$ cat src/rtl/datatap_pkg.sv
// Shared types and default sizing for the data-tap capture block.
package datatap_pkg;

   localparam int TAP_W_DEF  = 3;
   localparam int TS_W_DEF   = 16;
   localparam int DEPTH_DEF  = 4;
   localparam int DROP_W_DEF = 8;

   typedef enum logic [1:0] {
      IDLE  = 2'd0,
      PRIME = 2'd1,
      RUN   = 2'd2
   } datatap_state_e;

   // Record layout at default widths, MSB first: {wrap, lost, tap, ts}.
   typedef struct packed {
      logic                  wrap;
      logic                  lost;
      logic [TAP_W_DEF-1:0]  tap;
      logic [TS_W_DEF-1:0]   ts;
   } datatap_ev_t;

endpackage

$ cat src/rtl/datatap_fifo.sv
// Synchronous FIFO with a registered head word and wrap-bit pointers.
module datatap_fifo #(
   parameter int W     = 21,
   parameter int DEPTH = 4
) (
   input  logic         clk_i,
   input  logic         rst_ni,
   input  logic         push_i,
   input  logic [W-1:0] data_i,
   input  logic         pop_i,
   output logic         full_o,
   output logic         empty_o,
   output logic [W-1:0] head_o
);

   localparam int AW = $clog2(DEPTH);

   logic [W-1:0] mem_q [DEPTH];
   logic [AW:0]  wr_ptr_q, wr_ptr_d;
   logic [AW:0]  rd_ptr_q, rd_ptr_d;
   logic [W-1:0] head_q, head_d;
   logic         do_pop, do_push;

   assign empty_o = (wr_ptr_q == rd_ptr_q);
   assign full_o  = (wr_ptr_q[AW] != rd_ptr_q[AW]) &&
                    (wr_ptr_q[AW-1:0] == rd_ptr_q[AW-1:0]);
   assign do_pop  = pop_i & ~empty_o;
   assign do_push = push_i & (~full_o | do_pop);
   assign head_o  = head_q;

   // Next pointers and next head; a push into a FIFO that is empty after
   // this cycle's pop lands directly in the head register.
   always_comb begin
      rd_ptr_d = rd_ptr_q + {{AW{1'b0}}, do_pop};
      wr_ptr_d = wr_ptr_q + {{AW{1'b0}}, do_push};
      head_d   = mem_q[rd_ptr_d[AW-1:0]];
      if (do_push && (wr_ptr_q[AW-1:0] == rd_ptr_d[AW-1:0]))
         head_d = data_i;
   end

   // Storage array; contents need no reset, pointers define validity.
   always_ff @(posedge clk_i) begin
      if (do_push)
         mem_q[wr_ptr_q[AW-1:0]] <= data_i;
   end

   // Pointer and head registers.
   always_ff @(posedge clk_i) begin
      if (!rst_ni) begin
         wr_ptr_q <= '0;
         rd_ptr_q <= '0;
         head_q   <= '0;
      end else begin
         wr_ptr_q <= wr_ptr_d;
         rd_ptr_q <= rd_ptr_d;
         head_q   <= head_d;
      end
   end

endmodule

$ cat src/rtl/datatap_capture.sv
// Samples the tap vector, timestamps value changes and ts wraps, and
// queues the resulting records for a valid/ready consumer.
module datatap_capture
   import datatap_pkg::*;
#(
   parameter int TAP_W  = TAP_W_DEF,
   parameter int TS_W   = TS_W_DEF,
   parameter int DEPTH  = DEPTH_DEF,
   parameter int DROP_W = DROP_W_DEF
) (
   input  logic                    clock,
   input  logic                    reset_n,
   input  logic                    enable,
   input  logic [TAP_W-1:0]        tap_in,
   output logic                    ev_valid,
   input  logic                    ev_ready,
   output logic [TAP_W+TS_W+1:0]   ev_data,
   output logic                    overflow,
   output logic [DROP_W-1:0]       drop_cnt
);

   localparam int              EV_W   = TAP_W + TS_W + 2;
   localparam logic [TS_W-1:0] TS_MAX = '1;

   datatap_state_e    state_q, state_d;
   logic [TS_W-1:0]   ts_q, ts_d;
   logic [TAP_W-1:0]  tap_q, tap_prev_q;
   logic              lost_pend_q, lost_pend_d;
   logic              overflow_q, overflow_d;
   logic [DROP_W-1:0] drop_cnt_q, drop_cnt_d;

   logic              change, wrapev, push_req, push_ok, drop, pop;
   logic              fifo_full, fifo_empty;
   logic [EV_W-1:0]   ev_rec;

   assign change   = (tap_q != tap_prev_q);
   assign wrapev   = (ts_q == TS_MAX);
   // Leaving RUN because enable dropped yields no record for that cycle.
   assign push_req = (state_q == RUN) && enable && (change || wrapev);
   assign pop      = ev_valid & ev_ready;
   assign push_ok  = push_req & (~fifo_full | pop);
   assign drop     = push_req & fifo_full & ~pop;
   assign ev_rec   = {wrapev, lost_pend_q, tap_q, ts_q};

   assign ev_valid = ~fifo_empty;
   assign overflow = overflow_q;
   assign drop_cnt = drop_cnt_q;

   // Tap sampling pipeline; runs every cycle so the baseline is always fresh.
   always_ff @(posedge clock) begin
      tap_q      <= tap_in;
      tap_prev_q <= tap_q;
   end

   // Capture FSM next state and timestamp; ts is zero whenever in IDLE.
   always_comb begin
      state_d = state_q;
      case (state_q)
         IDLE:    if (enable) state_d = PRIME;
         PRIME:   state_d = enable ? RUN : IDLE;
         RUN:     if (!enable) state_d = IDLE;
         default: state_d = IDLE;
      endcase
      ts_d = ts_q;
      if (state_d == IDLE)
         ts_d = '0;
      else if (state_q != IDLE)
         ts_d = ts_q + 1'b1;
   end

   // Drop bookkeeping: sticky overflow, saturating count, lost marker.
   always_comb begin
      lost_pend_d = lost_pend_q;
      overflow_d  = overflow_q;
      drop_cnt_d  = drop_cnt_q;
      if (push_ok)
         lost_pend_d = 1'b0;
      if (drop) begin
         lost_pend_d = 1'b1;
         overflow_d  = 1'b1;
         if (drop_cnt_q != {DROP_W{1'b1}})
            drop_cnt_d = drop_cnt_q + 1'b1;
      end
   end

   // Control state registers.
   always_ff @(posedge clock) begin
      if (!reset_n) begin
         state_q     <= IDLE;
         ts_q        <= '0;
         lost_pend_q <= 1'b0;
         overflow_q  <= 1'b0;
         drop_cnt_q  <= '0;
      end else begin
         state_q     <= state_d;
         ts_q        <= ts_d;
         lost_pend_q <= lost_pend_d;
         overflow_q  <= overflow_d;
         drop_cnt_q  <= drop_cnt_d;
      end
   end

   datatap_fifo #(.W(EV_W), .DEPTH(DEPTH)) u_fifo (
      .clk_i   (clock),
      .rst_ni  (reset_n),
      .push_i  (push_ok),
      .data_i  (ev_rec),
      .pop_i   (ev_ready),
      .full_o  (fifo_full),
      .empty_o (fifo_empty),
      .head_o  (ev_data)
   );

endmodule
$ cat config.mk
export PLATFORM = sky130hd
export DESIGN_NAME = datatap_capture
export DESIGN_NICKNAME = d
export VERILOG_FILES = /design/src/rtl/datatap_pkg.sv /design/src/rtl/datatap_fifo.sv /design/src/rtl/datatap_capture.sv
export SDC_FILE = /design/constraint.sdc
export NUM_CORES = 1
export LEC_CHECK = 0
export ABC_AREA = 1
export CAP_MARGIN = 5
export CORE_MARGIN = 5
export CORE_UTILIZATION = 40
export DETAILED_ROUTE_END_ITERATION = 10
export GPL_ROUTABILITY_DRIVEN = 0
export GPL_TIMING_DRIVEN = 0
export PLACE_DENSITY = 0.69
export SYNTH_ARGS = -nofsm -noshare
export SYNTH_HDL_FRONTEND = slang
export SYNTH_SLANG_ARGS = --single-unit
$ cat constraint.sdc
create_clock -name clock -period 6.8 [get_ports clock]
set_clock_uncertainty 0.2 [all_clocks]
set_input_delay 0.68 -clock clock [delete_from_list [all_inputs] [get_ports clock]]
set_output_delay 0.68 -clock clock [all_outputs]
set_load 0.02 [all_outputs]
== Word level (Yosys, flattened, before mapping) ==
Memories as Yosys holds them, arrays and structs flattened. A register that Yosys moved wholly into a read port is not among the register bits.
Cells that the tools add are included.

* Flip-flop bits (word level): 40
* RAM bits: 84
* Input port bits: 7
* Output and inout port bits: 31
* Logic and storage cells: 51
* Memories kept: 1

* $add $sub $neg: 4
* Equality and inequality tests: 8
* Multiplexer cells: 8
* Bitwise logic cells: 10
* Reduce and logical (&&, ||, !) cells: 11

{| class="wikitable"
|+ Memory list
! name !! words !! bits a word !! rd ports !! clocked after Yosys merged registers in !! write ports !! line !! text
|-
| u_fifo.mem_q || 4 || 21 || 1 || 1 || 1 || datatap_fifo.sv:18 || <nowiki>logic [W-1:0] mem_q [DEPTH];</nowiki>
|}

{| class="wikitable"
|+ Operator list
! operator !! count
|-
| 16-bit by 1-bit adder with 16-bit output, second input constant || 1
|-
| 16-bit == test, second input constant || 1
|-
| 8-bit by 1-bit adder with 8-bit output, second input constant || 1
|-
| 8-bit != test, second input constant || 1
|-
| 3-bit by 1-bit adder with 3-bit output || 2
|-
| 2-bit 2-to-1 mux || 3
|-
| 2-bit one-hot mux with 3 select lines || 1
|-
| 1-bit AND || 5
|-
| 2-bit zero test || 2
|-
| 1-bit 2-to-1 mux || 4
|-
| 1-bit inverter || 4
|-
| 2-bit nonzero test || 2
|-
| 3-bit == test || 1
|-
| 1-bit logical AND || 3
|-
| 3-bit != test || 1
|-
| 2-bit by 1-bit == test with 1-bit output, second input constant || 1
|-
| 2-bit == test || 1
|-
| 2-bit == test, second input constant || 1
|-
| 2-bit AND reduction || 1
|-
| 2-bit OR reduction || 1
|-
| 1-bit zero test || 1
|-
| 1-bit logical OR || 1
|-
| 1-bit != test || 1
|-
| 1-bit OR || 1
|}

== Depth between registers and ports, before layout ==
Gate-level depths: netlist of the first run.

* Depth in word-level cells: 8
* Mapped depth: 16
* Depth with buffers taken out: 14

== Hierarchy ==
A second synthesis of the first run with hierarchy kept.

* Cells, all modules: 627
* Area, all modules: 6,072.1 um^2

{| class="wikitable"
|+ By module, submodules not included
! module !! times used !! cells each !! area an instance (um^2) !! seq. area each (um^2)
|-
| datatap_fifo || 1 || 417 || 4,433.0 || 3,062.9
|-
| datatap_capture || 1 || 210 || 1,639.1 || 680.7
|}

== Worst setup path before layout of the first run ==
Ideal clock, no wire load.

* Path kind: input to register
* Start point: input port enable
* End point: memory u_fifo.mem_q[0][0], enable pin
* Library setup time: 396 ps
* Arrival: 2,234 ps
* Required time: 6,204 ps
* Setup slack: 3,970 ps
* Cell stages on the path: 6
* Path buffers: 0
* Cells stage by stage: inv_1 -> nor3_2 -> inv_2 -> nor2_8 -> nand2_2 -> nor3_2

* Longest elaborated chain between the ends: 6

{| class="wikitable"
|+ RTL lines
! item !! line !! text
|-
| from (decl) || datatap_capture.sv:13 || <nowiki>input logic enable,</nowiki>
|-
| 1-bit logical AND (2 in a row) || datatap_capture.sv:39 || <nowiki>assign push_req = (state_q == RUN) && enable && (change || wrapev);</nowiki>
|-
| 1-bit AND || datatap_capture.sv:41 || <nowiki>assign push_ok = push_req & (~fifo_full | pop);</nowiki>
|-
| 1-bit AND || datatap_fifo.sv:28 || <nowiki>assign do_push = push_i & (~full_o | do_pop);</nowiki>
|-
| 1-bit 2-to-1 mux || datatap_fifo.sv:43 || <nowiki>if (do_push)</nowiki>
|-
| 1-bit 2-to-1 mux (not written as such) || datatap_fifo.sv:44 || <nowiki>mem_q[wr_ptr_q[AW-1:0]] <= data_i;</nowiki>
|-
| to (decl) || datatap_fifo.sv:18 ||
|}

No other way between the ends.

== Worst setup path in the final report of the first run ==
* Start point: register ts_q[0]
* End point: memory u_fifo.mem_q[3][14], enable pin

* Longest elaborated chain between the ends: 7

{| class="wikitable"
|+ RTL lines
! item !! line !! text
|-
| from (decl) || datatap_capture.sv:26 || <nowiki>logic [TS_W-1:0] ts_q, ts_d;</nowiki>
|-
| from (signal assigned) || datatap_capture.sv:96 || <nowiki>ts_q <= ts_d;</nowiki>
|-
| 16-bit == test || datatap_capture.sv:37 || <nowiki>assign wrapev = (ts_q == TS_MAX);</nowiki>
|-
| 1-bit logical OR || datatap_capture.sv:39 ||
|-
| 1-bit logical AND || datatap_capture.sv:39 ||
|-
| 1-bit AND || datatap_capture.sv:41 ||
|-
| 1-bit AND || datatap_fifo.sv:28 ||
|-
| 1-bit 2-to-1 mux || datatap_fifo.sv:43 ||
|-
| 1-bit 2-to-1 mux (not written as such) || datatap_fifo.sv:44 ||
|}

No other way between the ends.

==> qor.txt, run 1 <==
Status - completed
PD cells - 272 nW/um^2
Post-CTS Setup Inserts - 0
Top cells by count, synth - nor2_1, nand2_1, edfxtp_1
Final setup viols - 0
First-pass GRT wire length - 22,400 um
First DRT Iteration DRCs - 363
Hpwl dp - 9100 um
Num rows - 44
Pins Over Slew Limit - 0
Ratio of cells with drive above 1 in the final layout - 11.7%
Routed WL per cell - 15.9 um
Initial Utilization - 41.0%
Asr flop ratio synth - 0%
Number of synthesized flops with an enable pin - 84
Hold crit path type - flop to flop
Largest cells by area after synthesis - edfxtp_1, dfxtp_1, nor2_1, nand2_1, o21ai_0
Vias after detailed routing - 4,443
Setup Crit Path Kind - flop to flop
Primary FF master, synth - edfxtp_1
Placed Cells incl. Taps - 830
IO Pins - 38
Die area - 17,600 sq um
Max-cap violations - 0
LEAKAGE - 2.95 nW
CTS Buffer Depth - 2
Ys Warns - 0
Synth cell types - 35
Met2 usage - 27.0%
Final period utilization - 45.8%
Fin Setup TNS - 0 ps
Layout Nets - 678
Final Hold Viols - 0
Top-area cell type share of the netlist area - 42.0%
Slew @ Worst Pin - 791 ps
Crit end category - flop
Syn_area_per_cell - 9.93 sq um
Mapped Cells - 605
Num Clock Sinks - 145
Clk Latency, worst-skew pair - 430 ps
Core box area - 14,600 sq um
Via-per-instance ratio - 5.15
Critical path fanouts, max - 12
Clk root buf - clkbuf_16
Vias in the first global route - 4,398
Worst VDD drop - 0.180 mV
Met1 usage - 20.0%
Overall routing resource usage - 16.2%
RSZ-0062 raised after global routing - no
# diodes - 0
Drt drc - 0
Final wirelength - 13,700 um
Die X-Extent - 133 um
Power Total - 1.99 mW
Synthesized Nets - 618
Max Fclk - 321 MHz
Port Buffer Count - 37
Relative slew margins - 46.8%
ANT nets after route - 0
DRT Pass-1 Iters - 5
# H-tree levels - 4
Placed inst area - 6730 sq um
Most frequent cell after synthesis - nor2_1
Global route hottest layer - met2
Pin count of the biggest net entering global routing - 18
Antenna violations before repair - 0
Overflow after GRT - 0
Total CTS buffers - 17
Critical Path RT - 6730 ps
Fin cells - 862
Post-Syn Area - 6010 sq um
Area Growth Syn to Fin - 22.1%
Worst R2R Setup Slack - 3690 ps
TritonCTS clock tree - done
Die H - 133 um
Cts repair resizes - 0
Crit path DAT - 3050 ps
Sequential share of the synthesized area - 62.3%
Synth area leader - edfxtp_1
Post-Layout Inst Area - 7340 sq um
Hold buffer count at CTS - 0
Synthesized flop and latch total - 145
Minimum clock period after layout - 3110 ps
GR Util met3 - 4.67%
Startpoint types - flop
CTS clock-pin slew for the worst setup and hold paths - 60 ps
[cells in the final DEF (no fill, tap or decap), types with 10 or more instances in the layout]
master / instances
a21oi_1: 20
clkbuf_1: 10
clkbuf_16: 18
clkdlybuf4s50_1: 37
dfxtp_1: 61
edfxtp_1: 84
inv_1: 59
nand2_1: 85
nand3_1: 10
nand4_1: 12
nor2_1: 110
o21ai_0: 49
o22ai_1: 21
xnor2_1: 10
xor2_1: 10
[sequential cells by signal, summed over array words and instances (netlist names)]
register,flops
drop_cnt,8
u_fifo.mem_q,84
tap_prev_q,3
u_fifo.head_o,21
ts_q,16
lost_pend_q,1
state_q,2
u_fifo.rd_ptr_q,3
tap_q,3
u_fifo.wr_ptr_q,3
overflow,1
[power by group]
part	internal [mW]	switching, mW	leakage, nW
clock network	0.581	0.364	0.298
logic	0.0406	0.0665	1.38
registers	0.934	0.00696	1.28
[through the flow]
| stage | setup WS, ps | hold slack, ps | utilization (%) |
|---|---|---|---|
| 2_1_floorplan | 3970 | 200 | - |
| 3_3_place_gp | 2500 | 235 | 45.1 |
| 3_5_place_dp | 3240 | 242 | 46.0 |
| 4_1_cts | 3650 | 251 | 50.1 |
| 5_1_grt | 3410 | 270 | 50.1 |
| 6_report | 3690 | 247 | 50.1 |
[final cells by class]
cell class,count,area (sq um)
fill,1288,7310
sequential,145,3740
multi-input combinational,370,1910
clock buffer,20,478
timing repair buffer,41,468
inverter,66,248
tap,184,230
buffer,24,135
clock inverter,12,128
[path summary, 6_finish.rpt]
| kind | startpoint | endpoint | cells after the start |
|---|---|---|---|
| worst max register to register | ts_q[0]$_SDFFE_PP0P_ | u_fifo.mem_q[3][14]$_DFFE_PP_ | 10 |
| worst max-delay path | ts_q[0]$_SDFFE_PP0P_ | u_fifo.mem_q[3][14]$_DFFE_PP_ | 10 |
| worst min-delay path | tap_q[2]$_DFF_P_ | tap_prev_q[2]$_DFF_P_ | 0 |
| worst min register to register | tap_q[2]$_DFF_P_ | tap_prev_q[2]$_DFF_P_ | 0 |
[kinds of logic after synthesis]
logic type | synth area share [%]
flops | 62.3
compound gates | 8.77
buf+inv | 6.37
xor+xnor | 2.91
fa+ha+maj | 1.25
simple gates | 18.4
[layer usage]
metal  vias to the layer above  wire length (um)
met5                         -                 0
met4                         0               228
met3                        25               950
met2                       167              6660
met1                      2115              5870
li1                       2136                 -
[worst max-delay path, stage by stage (launching register included)]
cell and delay (ps):
dfxtp_1 510, ha_1 250, nand2_1 80, nor2_1 110, nand2_1 170, nor2_1 220
nor2_2 90, nor2_8 170, nand2_2 190, nor3_4 590, buf_16 230
No activity file was read; power rests on OpenSTA's default activity.
==> inputs of run 2 (changes only) <==
clock period = 2.88 ns   (was 6.8 ns; I/O delays follow)
==> run 2 against run 1 <==
Compared with the run above:
- clock power increased by 140%
- sequential share of layout area decreased by 2.0 points
- global-route usage increased by 0.16 points
- utilization increased by 2.1 points
- largest power group unchanged
- flip-flop and latch count unchanged
- design area increased by 4.2%
- critical endpoint is now u_fifo.head_o[9]$_SDFF_PN0_
==> qor.txt, run 2 (synthesized netlist as in run 1, its figures left out) <==
Final hold slack - 106 ps
PD cells - 618 nW/um^2
Antenna violations before repair - 0
Via-per-instance ratio - 5.15
Number of flip-flops in the largest register - 84
Clk root buf - clkbuf_16
Slew @ Worst Pin - 766 ps
Critical path fanouts, max - 8
# H-tree levels - 4
Power Total - 4.72 mW
LEAKAGE - 3.11 nW
Reg2Reg Depth - 16
Overall routing resource usage - 16.4%
RR Startpoint - u_fifo.wr_ptr_q[0]$_SDFF_PN0_
Final Hold Viols - 0
Core box area - 14,600 sq um
First-pass GRT wire length - 22,700 um
Critical Path RT - 2990 ps
Vias in the first global route - 4,439
Layout Nets - 697
Hpwl dp - 9100 um
Clk Latency, worst-skew pair - 430 ps
Pin count of the biggest net entering global routing - 18
CTS clock-pin slew for the worst setup and hold paths - 60 ps
Num rows - 44
Drt drc - 0
Num Clock Sinks - 145
# diodes - 0
Minimum clock period after layout - 2720 ps
Pins Over Slew Limit - 0
Total CTS buffers - 17
DRT Pass-1 Iters - 5
Worst VDD drop - 0.436 mV
Final wirelength - 14,500 um
ANT nets after route - 0
First DRT Iteration DRCs - 417
RR Endpoint - u_fifo.head_o[9]$_SDFF_PN0_
Die area - 17,600 sq um
Final period utilization - 94.5%
Max-cap violations - 0
TritonCTS clock tree - done
Die H - 133 um
Setup Crit Path Kind - flop to flop
Commonest non-fill, non-tap cell in the layout - nor2_1
Hold crit path type - input port to flop
CTS Buffer Depth - 2
Initial Utilization - 41.0%
Vias after detailed routing - 4,537
Max Fclk - 368 MHz
Ratio of cells with drive above 1 in the final layout - 17.2%
Hold Startpoint - tap_in[0]
Hold endpoint - tap_q[0]$_DFF_P_
Min-Delay Path Depth - 1
Routed WL per cell - 16.4 um
Startpoint types - flop
Worst R2R Setup Slack - 160 ps
Die X-Extent - 133 um
Final setup viols - 0
Port Buffer Count - 37
Commonest non-fill, non-tap cells in the layout - nor2_1, nand2_1, edfxtp_1, inv_1, dfxtp_1
IO Pins - 38
Crit end category - flop
Overflow after GRT - 0
Relative slew margins - 48.5%
Area Growth Syn to Fin - 27.2%
Crit path DAT - 2840 ps
Status - completed
[run 2: cell types whose count changed in the layout (fill, tap and decap cells not counted), moves of 3 or more]
cell,previous run,this run
clkbuf_2,0,7
nor2_1,110,106
clkbuf_16,18,21
buf_4,4,18
buf_8,1,4
dfxtp_1,61,57
dfxtp_2,0,4
nor2_2,4,8
clkbuf_1,10,2
[run 2: stage by stage]
step / setup WS (ps) / std cells / utilization (%) / area (sq um) / TNS [ps]
6_report: 159 / 881 / 52.2 / 7640 / 0
5_1_grt: -36.8 / 881 / 52.2 / 7640 / -52.3
4_1_cts: 8.31 / 871 / 50.7 / 7420 / 0
3_5_place_dp: -286 / 830 / 46.0 / 6730 / -13910
3_3_place_gp: -1030 / 826 / 45.1 / 6610 / -82790
2_1_floorplan: 88.9 / 605 / - / 6010 / 0
[run 2: routing by layer]
metal,track usage (%),routed length [um],up-vias
met5,0,0,-
met3,4.71,1020,18
li1,-,-,2174
met2,27.2,7120,168
met1,20.3,6060,2177
met4,6.24,246,0
[run 2: worst max path at each step]
| stage | from | depth (start not counted) | slack [ps] | endpoint |
|---|---|---|---|---|
| floorplan | ts_q[0]$_SDFFE_PP0P_ | 9 | 90 | u_fifo.mem_q[0][0]$_DFFE_PP_ |
| global placement | enable | 7 | -1030 | u_fifo.mem_q[0][11]$_DFFE_PP_ |
| detailed placement | enable | 8 | -290 | u_fifo.mem_q[0][7]$_DFFE_PP_ |
| CTS | u_fifo.wr_ptr_q[0]$_SDFF_PN0_ | 16 | 8 | u_fifo.head_o[4]$_SDFF_PN0_ |
| global route | u_fifo.wr_ptr_q[0]$_SDFF_PN0_ | 17 | -40 | u_fifo.head_o[7]$_SDFF_PN0_ |
| finish | u_fifo.wr_ptr_q[0]$_SDFF_PN0_ | 16 | 160 | u_fifo.head_o[9]$_SDFF_PN0_ |
[run 2: report_power, final]
| part | internal (mW) | switching [mW] | leakage (nW) |
|---|---|---|---|
| registers | 2.21 | 0.0170 | 1.28 |
| logic | 0.108 | 0.160 | 1.54 |
| clock network | 1.37 | 0.859 | 0.298 |
| total | 3.68 | 1.04 | 3.11 |
[run 2: layout make-up]
cell class | count | area (sq um)
clock buffer | 20 | 478
tap | 184 | 230
inverter | 66 | 250
clock inverter | 12 | 128
buffer | 23 | 175
multi-input combinational | 370 | 1950
timing repair buffer | 61 | 683
fill | 1247 | 7000
sequential | 145 | 3750
[run 2: what timing repair did]
item | in CTS | in global routing
setup endpoints to repair | 101 | 107
pin swaps | 6 | 8
hold buffers | 0 | 0
cloned | 0 | 3
buffers inserted | 9 | 8
resized for setup | 7 | 33
[run 2: critical path: stages, from the launching register on]
cell	delay, ps
dfxtp_2	330
buf_6	140
xor2_1	160
nor2_1	120
nand2_1	90
nand2_1	100
inv_2	50
ha_4	150
ha_4	260
inv_4	70
nor2_1	50
nor3_2	210
nand4_4	130
buf_12	180
buf_12	140
o21ai_1	140
nor2_1	90
==> inputs of run 3 (changes only) <==
CORE_ASPECT_RATIO = 1.75   (was unset)
==> run 3 against run 2 <==
Compared with the run above:
- non-clock buffer count is 12 lower
- sequential power hardly changed
- fmax is 2.0% lower
- combinational power is 4% lower
- global-route usage is 0.41 points higher
- flip-flop and latch count stayed put
- utilization is 1.8 points lower
- setup slack worse by 57 ps
==> qor.txt, run 3 (synthesized netlist as in run 1, its figures left out) <==
Port Buffer Count - 37
Critical path fanouts, max - 10
RR Endpoint - u_fifo.head_o[17]$_SDFF_PN0_
PD cells - 637 nW/um^2
DRT Pass-1 Iters - 5
Hold buffer count at CTS - 0
Clk Latency, worst-skew pair - 410 ps
Vias after detailed routing - 4,489
Crit end category - flop
Hold endpoint - tap_q[2]$_DFF_P_
Register area - 3750 sq um
Die H - 172 um
Pins Over Slew Limit - 0
LEAKAGE - 3.03 nW
Min-Delay Path Depth - 1
ANT nets after route - 0
Fin util - 50.4%
Hold Startpoint - tap_in[2]
Ratio of cells with drive above 1 in the final layout - 14.5%
Final wirelength - 14,200 um
Initial Utilization - 40.5%
IO Pins - 38
Startpoint types - flop
Overall routing resource usage - 16.8%
First-pass GRT wire length - 22,600 um
Crit path DAT - 2910 ps
Largest stage delay, worst path - 430 ps
Critical Path RT - 3020 ps
Number of flip-flops in the largest register - 84
Largest delay share family, worst path - simple AND/OR/NAND/NOR gates
Max-cap violations - 0
Overflow after GRT - 0
Num Clock Sinks - 145
Slew @ Worst Pin - 593 ps
Final setup viols - 0
Max Fclk - 360 MHz
Cell mode on critical path - nand2_1
Setup Crit Path Kind - flop to flop
RR Startpoint - u_fifo.wr_ptr_q[0]$_SDFF_PN0_
Pin count of the biggest net entering global routing - 17
Worst R2R Setup Slack - 100 ps
CTS Buffer Depth - 2
Layout Nets - 685
Relative slew margins - 60.1%
Final Hold Viols - 0
Final period utilization - 96.4%
Commonest non-fill, non-tap cells in the layout - nor2_1, nand2_1, edfxtp_1, inv_1, dfxtp_1
Bufs and invs on worst path - 3
Routed WL per cell - 16.4 um
Clk root buf - clkbuf_16
Reg2Reg Depth - 14
RSZ-0062 raised after global routing - yes
Worst VDD drop - 0.347 mV
Die X-Extent - 103 um
Num rows - 59
Hold crit path type - input port to flop
Vias in the first global route - 4,457
# diodes - 0
Slowest CP cell - ha_2
Die area - 17,700 sq um
Total CTS buffers - 17
Area of the multi-input gates - 1920 sq um
Power Total - 4.76 mW
Commonest non-fill, non-tap cell in the layout - nor2_1
Drt drc - 0
Hpwl dp - 9380 um
Fin cells - 868
First DRT Iteration DRCs - 264
Via-per-instance ratio - 5.17
Core box area - 14,800 sq um
CP Cell Sequence - buf_4 -> xor2_1 -> nor2_1 -> nand2_1 -> nand2_1 -> inv_1 -> ha_2 -> xor2_1 -> nor3_2 -> nand4_4 -> buf_6 -> nand2_1 -> nand2_1 -> nor2_1
CTS clock-pin slew for the worst setup and hold paths - 60 ps
Minimum clock period after layout - 2780 ps
Antenna violations before repair - 0
TritonCTS clock tree - done
Placed Cells incl. Taps - 829
Critical Path Start - u_fifo.wr_ptr_q[0]$_SDFF_PN0_
Fillers - 1,271
Area Growth Syn to Fin - 24.4%
# H-tree levels - 4
Status - completed
==> run 3: cell count changes in the layout (fill, tap and decap cells not counted), sizes merged <==
cell / change
buf: -7
clkbuf: -6
inv: +5
clkinv: -3
clkinvlp: -1
==> run 3: timing repair <==
action	4_1_cts	5_1_grt
pin swaps	5	1
gates resized for setup	7	19
setup endpoints to repair	75	105
buffers inserted	6	1
gates cloned	0	1
==> run 3: worst max-delay path by stage <==
stage | depth (start not counted) | slack [ps] | to
finish | 14 | 100 | u_fifo.head_o[17]$_SDFF_PN0_
global route | 14 | -20 | u_fifo.head_o[15]$_SDFF_PN0_
CTS | 16 | 50 | u_fifo.head_o[19]$_SDFF_PN0_
detailed placement | 8 | -170 | u_fifo.mem_q[3][14]$_DFFE_PP_
global placement | 7 | -970 | u_fifo.mem_q[0][10]$_DFFE_PP_
floorplan | 9 | 90 | u_fifo.mem_q[0][0]$_DFFE_PP_
==> run 3: area by class of cell <==
| class | instances | area share, % |
|---|---|---|
| buffer | 23 | 2.04 |
| clock buffer | 19 | 6.08 |
| clock inverter | 13 | 2.18 |
| inverter | 66 | 3.31 |
| multi-input combinational | 370 | 25.7 |
| sequential | 145 | 50.1 |
| tap | 183 | 3.06 |
| timing repair buffer | 49 | 7.47 |
==> run 3: metal layers <==
metal  wire length (um)  vias up  share of wire [%]  GRT usage, %
li1                   -     2149                  -             -
met1               5350     2174                 38          18.4
met2               7750      139                 55          30.2
met3                634       27                4.5          2.91
met4                486        0                3.4          9.08
met5                  0        -                  0             0
==> run 3: worst reg2reg max path: stages (launching register included) <==
cell and delay (ps):
dfxtp_1 310, buf_4 170, xor2_1 170, nor2_1 140, nand2_1 90, nand2_1 80, inv_1 50, ha_2 430
xor2_1 110, nor3_2 240, nand4_4 240, buf_6 240, nand2_1 70, nand2_1 50, nor2_1 130
==> run 3: where the power goes <==
| group | switching, mW | internal [mW] |
|---|---|---|
| clock | 0.918 | 1.36 |
| combinational | 0.158 | 0.101 |
| sequential | 0.0176 | 2.20 |
| total | 1.09 | 3.67 |
==> run 3: metrics by stage <==
stage	hold slack (ps)	TNS [ps]	worst slack, ps	cell area, sq um
finish	115	0	103	7470
floorplan	116	0	88.9	6010
global route	106	-40.0	-22.5	7470
detailed placement	239	-6840	-174	6740
CTS	103	0	46.2	7420
global placement	237	-77440	-972	6610
